===== src/rtl/timekeep_ctrl.sv =====
// timekeep_ctrl: mode FSM (clock / adjust time / adjust alarm / ring) driving time and alarm counter enables; alarm modes built only with TIMEKEEP_ALARM_EN.
// Latency: enables are combinational from registered state and current inputs (0 cycles); state, sel and ring count update on the next clk edge.
// Backpressure: none; every tick and button pulse is acted on in the cycle it arrives.
module timekeep_ctrl #(
    parameter int unsigned RING_TICKS = 60
) (
    input  logic       clk,
    input  logic       reset,
    input  logic       tick_1hz,
    input  logic       btn_c,
    input  logic       btn_l,
    input  logic       btn_r,
    input  logic       btn_u,
    input  logic       sec_tc,
    input  logic       min_tc,
    input  logic       alarm_match,
    output logic       en_sec,
    output logic       en_min,
    output logic       en_hr,
    output logic       en_amin,
    output logic       en_ahr,
    output logic       sel,
    output logic [1:0] state,
    output logic       ringing
);
    localparam int unsigned CW = $clog2(RING_TICKS + 1);

    typedef enum logic [1:0] {
        ST_CLOCK     = 2'd0,
        ST_ADJ_TIME  = 2'd1,
        ST_ADJ_ALARM = 2'd2,
        ST_RING      = 2'd3
    } state_t;

    state_t        state_q, state_d;
    logic          sel_q, sel_d;
    logic [CW-1:0] ring_cnt_q, ring_cnt_d;
    logic          any_btn, alarm_hit, ring_done, in_adj_d;

    assign any_btn   = btn_c | btn_l | btn_r | btn_u;
    assign ring_done = tick_1hz && (ring_cnt_q == CW'(RING_TICKS - 1));

`ifdef TIMEKEEP_ALARM_EN
    assign alarm_hit = tick_1hz & alarm_match;
`else
    logic unused_alarm_match;
    assign unused_alarm_match = alarm_match;
    assign alarm_hit          = 1'b0;
`endif

    always_ff @(posedge clk or posedge reset) begin
        if (reset) begin
            state_q <= ST_CLOCK;
        end else begin
            state_q <= state_d;
        end
    end

    // btn_c always wins over a coincident alarm match or ring exit condition.
    always_comb begin
        state_d = state_q;
        case (state_q)
            ST_CLOCK: begin
                if (btn_c) begin
                    state_d = ST_ADJ_TIME;
                end else if (alarm_hit) begin
                    state_d = ST_RING;
                end
            end
            ST_ADJ_TIME: begin
                if (btn_c) begin
`ifdef TIMEKEEP_ALARM_EN
                    state_d = ST_ADJ_ALARM;
`else
                    state_d = ST_CLOCK;
`endif
                end
            end
            ST_ADJ_ALARM: begin
                if (btn_c) begin
                    state_d = ST_CLOCK;
                end
            end
            ST_RING: begin
                if (any_btn || ring_done) begin
                    state_d = ST_CLOCK;
                end
            end
        endcase
    end

    // sel restarts on minutes whenever an adjust mode is entered; L/R only steer it while staying put.
    always_comb begin
        in_adj_d = (state_d == ST_ADJ_TIME) || (state_d == ST_ADJ_ALARM);
        sel_d    = sel_q;
        if (in_adj_d && (state_d != state_q)) begin
            sel_d = 1'b0;
        end else if (in_adj_d && (btn_l != btn_r)) begin
            sel_d = btn_l;
        end
        ring_cnt_d = '0;
        if ((state_q == ST_RING) && (state_d == ST_RING)) begin
            ring_cnt_d = ring_cnt_q + CW'(tick_1hz);
        end
    end

    always_ff @(posedge clk or posedge reset) begin
        if (reset) begin
            sel_q      <= 1'b0;
            ring_cnt_q <= '0;
        end else begin
            sel_q      <= sel_d;
            ring_cnt_q <= ring_cnt_d;
        end
    end

    always_comb begin
        en_sec  = 1'b0;
        en_min  = 1'b0;
        en_hr   = 1'b0;
        en_amin = 1'b0;
        en_ahr  = 1'b0;
        if (!reset) begin
            case (state_q)
                ST_ADJ_TIME: begin
                    // Time is frozen; a minute bump never carries into hours.
                    en_min = btn_u & ~sel_q & ~btn_c;
                    en_hr  = btn_u & sel_q & ~btn_c;
                end
                default: begin
                    en_sec = tick_1hz;
                    en_min = tick_1hz & sec_tc;
                    en_hr  = tick_1hz & sec_tc & min_tc;
                end
            endcase
`ifdef TIMEKEEP_ALARM_EN
            if (state_q == ST_ADJ_ALARM) begin
                en_amin = btn_u & ~sel_q & ~btn_c;
                en_ahr  = btn_u & sel_q & ~btn_c;
            end
`endif
        end
    end

`ifdef TIMEKEEP_ALARM_EN
    assign ringing = (state_q == ST_RING);
`else
    assign ringing = 1'b0;
`endif
    assign state = state_q;
    assign sel   = sel_q;

endmodule


===== config.mk =====
export PLATFORM = sky130hd
export DESIGN_NAME = timekeep_ctrl
export DESIGN_NICKNAME = d
export VERILOG_FILES = /design/src/rtl/timekeep_ctrl.sv
export SDC_FILE = /design/constraint.sdc
export NUM_CORES = 1
export LEC_CHECK = 0
export ABC_AREA = 1
export BUFFER_PORTS_ARGS = -buffer_cell sky130_fd_sc_hd__buf_2
export CAP_MARGIN = 20
export CORE_AREA = 2 2 42 44
export DETAILED_ROUTE_END_ITERATION = 10
export DIE_AREA = 0 0 44 46
export PLACE_DENSITY_LB_ADDON = 0.15
export SLEW_MARGIN = 20
export SYNTH_ARGS = -nofsm -noshare
export SYNTH_HDL_FRONTEND = slang
export SYNTH_SLANG_ARGS = --single-unit

===== constraint.sdc =====
create_clock -name clk -period 1.7 [get_ports clk]
set_input_delay 0.34 -clock clk [delete_from_list [all_inputs] [get_ports clk]]
set_output_delay 0.34 -clock clk [all_outputs]
set_load 0.005 [all_outputs]

### Yosys cells after proc, flatten, opt, wreduce, memory -nomap -nowiden

Index checks and enable logic that the tools add are counted.

* bits in registers: 9
* input port bits: 10
* output and inout bits: 9
* word-level logic and storage cells: 46

* add/subtract/negate cells: 1
* equality and inequality tests: 9
* multiplexer cells: 13
* bitwise operators: 11
* reductions and logical operators: 9

Operator list (count)
* 2-bit equality test, second input constant: 4
* 1-bit two-way mux: 8
* 6-bit by 1-bit adder with 6-bit output: 1
* 1-bit bitwise AND: 6
* 6-bit equality test, second input constant: 1
* 2-bit two-way mux: 3
* 6-bit two-way mux: 1
* 2-bit one-hot mux with 3 select lines: 1
* 2-bit by 1-bit equality test with 1-bit output, second input constant: 2
* 1-bit logical AND: 4
* 1-bit bitwise OR: 3
* 2-bit logical NOT: 1
* 1-bit logical OR: 2
* 2-bit != test: 1
* 1-bit inverter: 2
* 2-bit nonzero test: 1
* 2-bit OR reduction: 1
* 1-bit != test: 1

### Longest topological paths before layout

* depth in word-level cells: 11
* mapped depth: 13
* depth with buffers taken out: 13

### Worst setup path after synthesis

No wires, ideal clock.

* path kind: register -> register
* start point: register state_q[0] (netlist: state[0])
* end point: register sel_q (netlist: sel)
* library setup time: 0.117 ns
* arrival: 1.672 ns
* data required time: 1.583 ns
* slack: -0.089 ns
* cell stages (with the launch flop): 12
* buffers on the path: 0
* period minus slack after synthesis: 1.789 ns
* path through: dfrtp_1 inv_1 ha_1 o21ai_0 a21oi_1 ha_1 inv_1 o21ai_0 o21ai_0 inv_1 nand3_1 nand2_1

* word-level cells in the longest chain between the ends: 7
* elaborated cells on any way between the ends: 17
* those cells by class: 6 x eq/ne; 5 x mux; 6 x reduce/logical

RTL lines
* start, declared: line 35 `state_t state_q, state_d;`
* start signal, assigned: line 55 `state_q <= state_d;`
* 2-bit equality test / 2-bit by 1-bit equality test with 1-bit output (equally long branches): line 62 `case (state_q)`
* 2-bit OR reduction (no line)
* 2-bit one-hot mux with 3 select lines *: line 62
* named net state_d[1]: line 35
* 2-bit by 1-bit equality test with 1-bit output / 2-bit equality test (equally long branches): line 94 `in_adj_d = (state_d == ST_ADJ_TIME) || (state_d == ST_ADJ_ALARM);`
* 1-bit logical OR: line 94
* 1-bit logical AND, on equally long branches: line 96, 98
* 1-bit two-way mux / 2-bit nonzero test (equally long branches)
* end signal, assigned: line 112 `sel_q <= sel_d;`
* end, declared: line 36 `logic sel_q, sel_d;`

Mark *: on every way through the listed nets, which the timed path passes. The rest lies on a longest branch.
A chain may end at the register's enable or synchronous reset.

### Final worst setup path

* start point: register state_q[1] (netlist: state[1])
* end point: output en_hr

* word-level cells in the longest chain between the ends: 3

RTL lines
* 2-bit by 1-bit equality test with 1-bit output: line 124 `case (state_q)`
* 1-bit two-way mux: line 124
* 1-bit two-way mux: line 123 `if (!reset) begin`
* end, declared: line 19 `output logic en_hr,`

Every way passes these cells.

==> summary.txt <==
Status
  – Status: finished with violations
  – Failing checks: negative setup slack

Routing
  – DR vias: 650
  – Post-DR wirelength/cell: 10.1 microns
  – Antenna viol nets, final: 0
  – Initial DRC count: 11
  – DRT Pass-1 Iters: 4
  – Via/cell ratio: 4.61
  – DRC: 0
  – Total wire length: 1420 microns

Die
  – Die span in y: 46 microns
  – Core Rows: 15
  – Initial core utilization: 0.397
  – IO Pins: 19
  – Chip Width: 44 microns
  – DIE AREA: 2020 sq um
  – Core area: 1610 sq um

Logic synthesis
  – Seq/Total Area, Yosys: 0.352
  – Post-Syn Instances: 88
  – Syn Std Cell Area: roughly 640 sq um
  – Count of cell types in the netlist: 19
  – Syn avg cell area: around 7.3 sq um
  – Synth warnings: 0
  – #FFs+latches synth: 9

Clock tree
  – CTS tree: built
  – Worst skew pair latency: 250 ps
  – Num CTS Buffers: 3
  – Root buffer cell: clkbuf_4
  – Clk sink count: 9
  – CTS clock-pin slew for the worst setup and hold paths: around 60 ps
  – H-tree depth: 1
  – CTS Buffer Depth: 2

Critical path
  – R2R Setup Slk: -50 ps
  – Reg2Reg Capture Point: sel
  – Critical path launch point type: flop
  – Reg2Reg Depth: 11
  – Beginning of the critical path: state[1]
  – Crit Path Category: reg -> out
  – Worst R2R Start: state[0]
  – Worst-path maximum fanout: 5
  – CP required: 1360 ps
  – Setup crit end: en_hr
  – Critical path arrival: 1410 ps
  – Worst Setup End Kind: output pin

Global routing
  – Largest net degree at the start of global routing: 7
  – GRT Overall Usage: 0.165
  – First-pass GRT wire length: 2370 microns
  – Vias in the first global route: 579
  – Initial antenna violation count: 0
  – Residual overflow from global routing: 0

Timing
  – Setup Skew: 4.82 ps
  – F_max: 573 MHz
  – Worst setup margin: -46.1 ps
  – # setup viols final: 3
  – Unrepaired setup endpoints after global routing: true
  – Slew Viols, Final: 0
  – Crit share post-route: 1.03
  – Final TNS setup: -111 ps
  – Minimum clock period: 1750 ps
  – Fin. Hold Viols: 0

Finish
  – Area growth syn-to-layout: 50.2%
  – Core Util, Final: 0.596
  – Diode count: 0
  – Share of layout cells above drive strength 1: 0.452
  – Nets: about 140

Power and ir drop
  – P per Cell Area: 940 nW/um^2
  – Static leakage: 0.000494 uW
  – Peak supply drop: between 600 and 700 uV

Job
  – # Max-Cap Violations: 0

Place
  – HPWL after detailed placement: 1150 microns
  – Last weighted congestion value of the routability-driven placer: 0.720
  – PortBufs: 14

Hold path
  – Hold Crit Class: in -> async
## power by group
group	switching, uW	internal [uW]	total [uW]
logic	220	253	474
clock network	69.0	90.1	159
registers	31.9	239	271
total	321	583	904
## how the worst min path moves through the flow
stage | from | end | slack [ps] | depth (start not counted)
after floorplan | reset | ring_cnt_q[0] | 180 | 1
after global routing | reset | ring_cnt_q[2] | 140 | 3
after global placement | reset | sel | 250 | 2
final | reset | ring_cnt_q[0] | 130 | 3
after CTS | reset | ring_cnt_q[0] | 110 | 3
after detailed placement | reset | sel | 260 | 2
## placed cells by master, fill, tap and decap left out, types with 3 or more instances in the layout
cell type and count:
nor2_1 8, inv_1 11, ha_1 3, clkbuf_4 3
o21ai_0 3, ha_4 3, buf_2 14, inv_2 6
buf_4 17, nand2_1 16, dfrtp_1 8, nand2_2 3
nand3_1 6, conb_1 3
## synth_stat cells
| cell | count | area [sq um] |
|---|---|---|
| nand2_1 | 19 | 71.3 |
| inv_1 | 15 | 56.3 |
| dfrtp_1 | 9 | 225 |
| nor2_1 | 8 | 30.0 |
| ha_1 | 6 | 75.1 |
| nand3_1 | 6 | 30.0 |
| o21ai_0 | 6 | 30.0 |
| a21oi_1 | 4 | 20.0 |
| buf_4 | 3 | 22.5 |
| inv_2 | 2 | 7.51 |
| nor3_1 | 2 | 10.0 |
| a21boi_0 | 1 | 7.51 |
| conb_1 | 1 | 3.75 |
| nand3b_1 | 1 | 7.51 |
| nand4_1 | 1 | 6.26 |
| nor2_2 | 1 | 6.26 |
| nor2_4 | 1 | 11.3 |
| o2111a_1 | 1 | 11.3 |
| xnor2_1 | 1 | 8.76 |
## logic make-up after synthesis
group / count (synthesis) / synth area share
AOI/OAI and AO/OA: 12 / 0.107
and+or+nand+nor: 39 / 0.270
buffers and inverters: 20 / 0.135
xor gates and xnor gates: 1 / 0.0137
DFF: 9 / 0.352
adders and majority gates: 6 / 0.117
other: 1 / 0.00585
## routing by layer
metal  global-route usage  up-vias  wire [microns]
met1                0.201      295             620
met2                0.279        8             753
met5                    0        -               0
li1                     -      345               -
met4               0.0727        0              19
met3               0.0357        2              27
## worst max-delay path, cell delays in order (launching register included)
cell	delay [ps]
dfrtp_1	430
inv_2	100
buf_6	110
ha_4	160
inv_2	40
nand2_2	50
o2111a_1	160
buf_2	100
## per-stage QoR
step	instances	power [uW]	hold WS [ps]	cell area (sq um)	worst slack, ps
after floorplan	90	492	185	673	4.79
final	141	904	131	962	-46.1
after detailed placement	133	656	258	855	-109
after global placement	133	646	253	855	-106
after global routing	141	981	138	962	-201
after CTS	141	888	115	940	-72.2
## repair_timing
item / CTS / global route
buffers inserted: 3 / 0
pin swaps: 4 / 5
endpoints found under the setup margin: 4 / 9
gates resized for setup: 9 / 6
hold endpoints to repair: 3 / 0
hold buffers: 1 / 0
## state kept, by name, summed over array words and instances (netlist names)
register	count
state	2
ring_cnt_q	6
sel	1
## layout make-up
cell class	instances	area [sq um]
fill	157	652
multi-input combinational	61	405
sequential	9	226
timing repair buffer	33	219
inverter	17	63.8
clock buffer	4	26.3
tap	17	21.3
(Power assumes the default switching activity.)
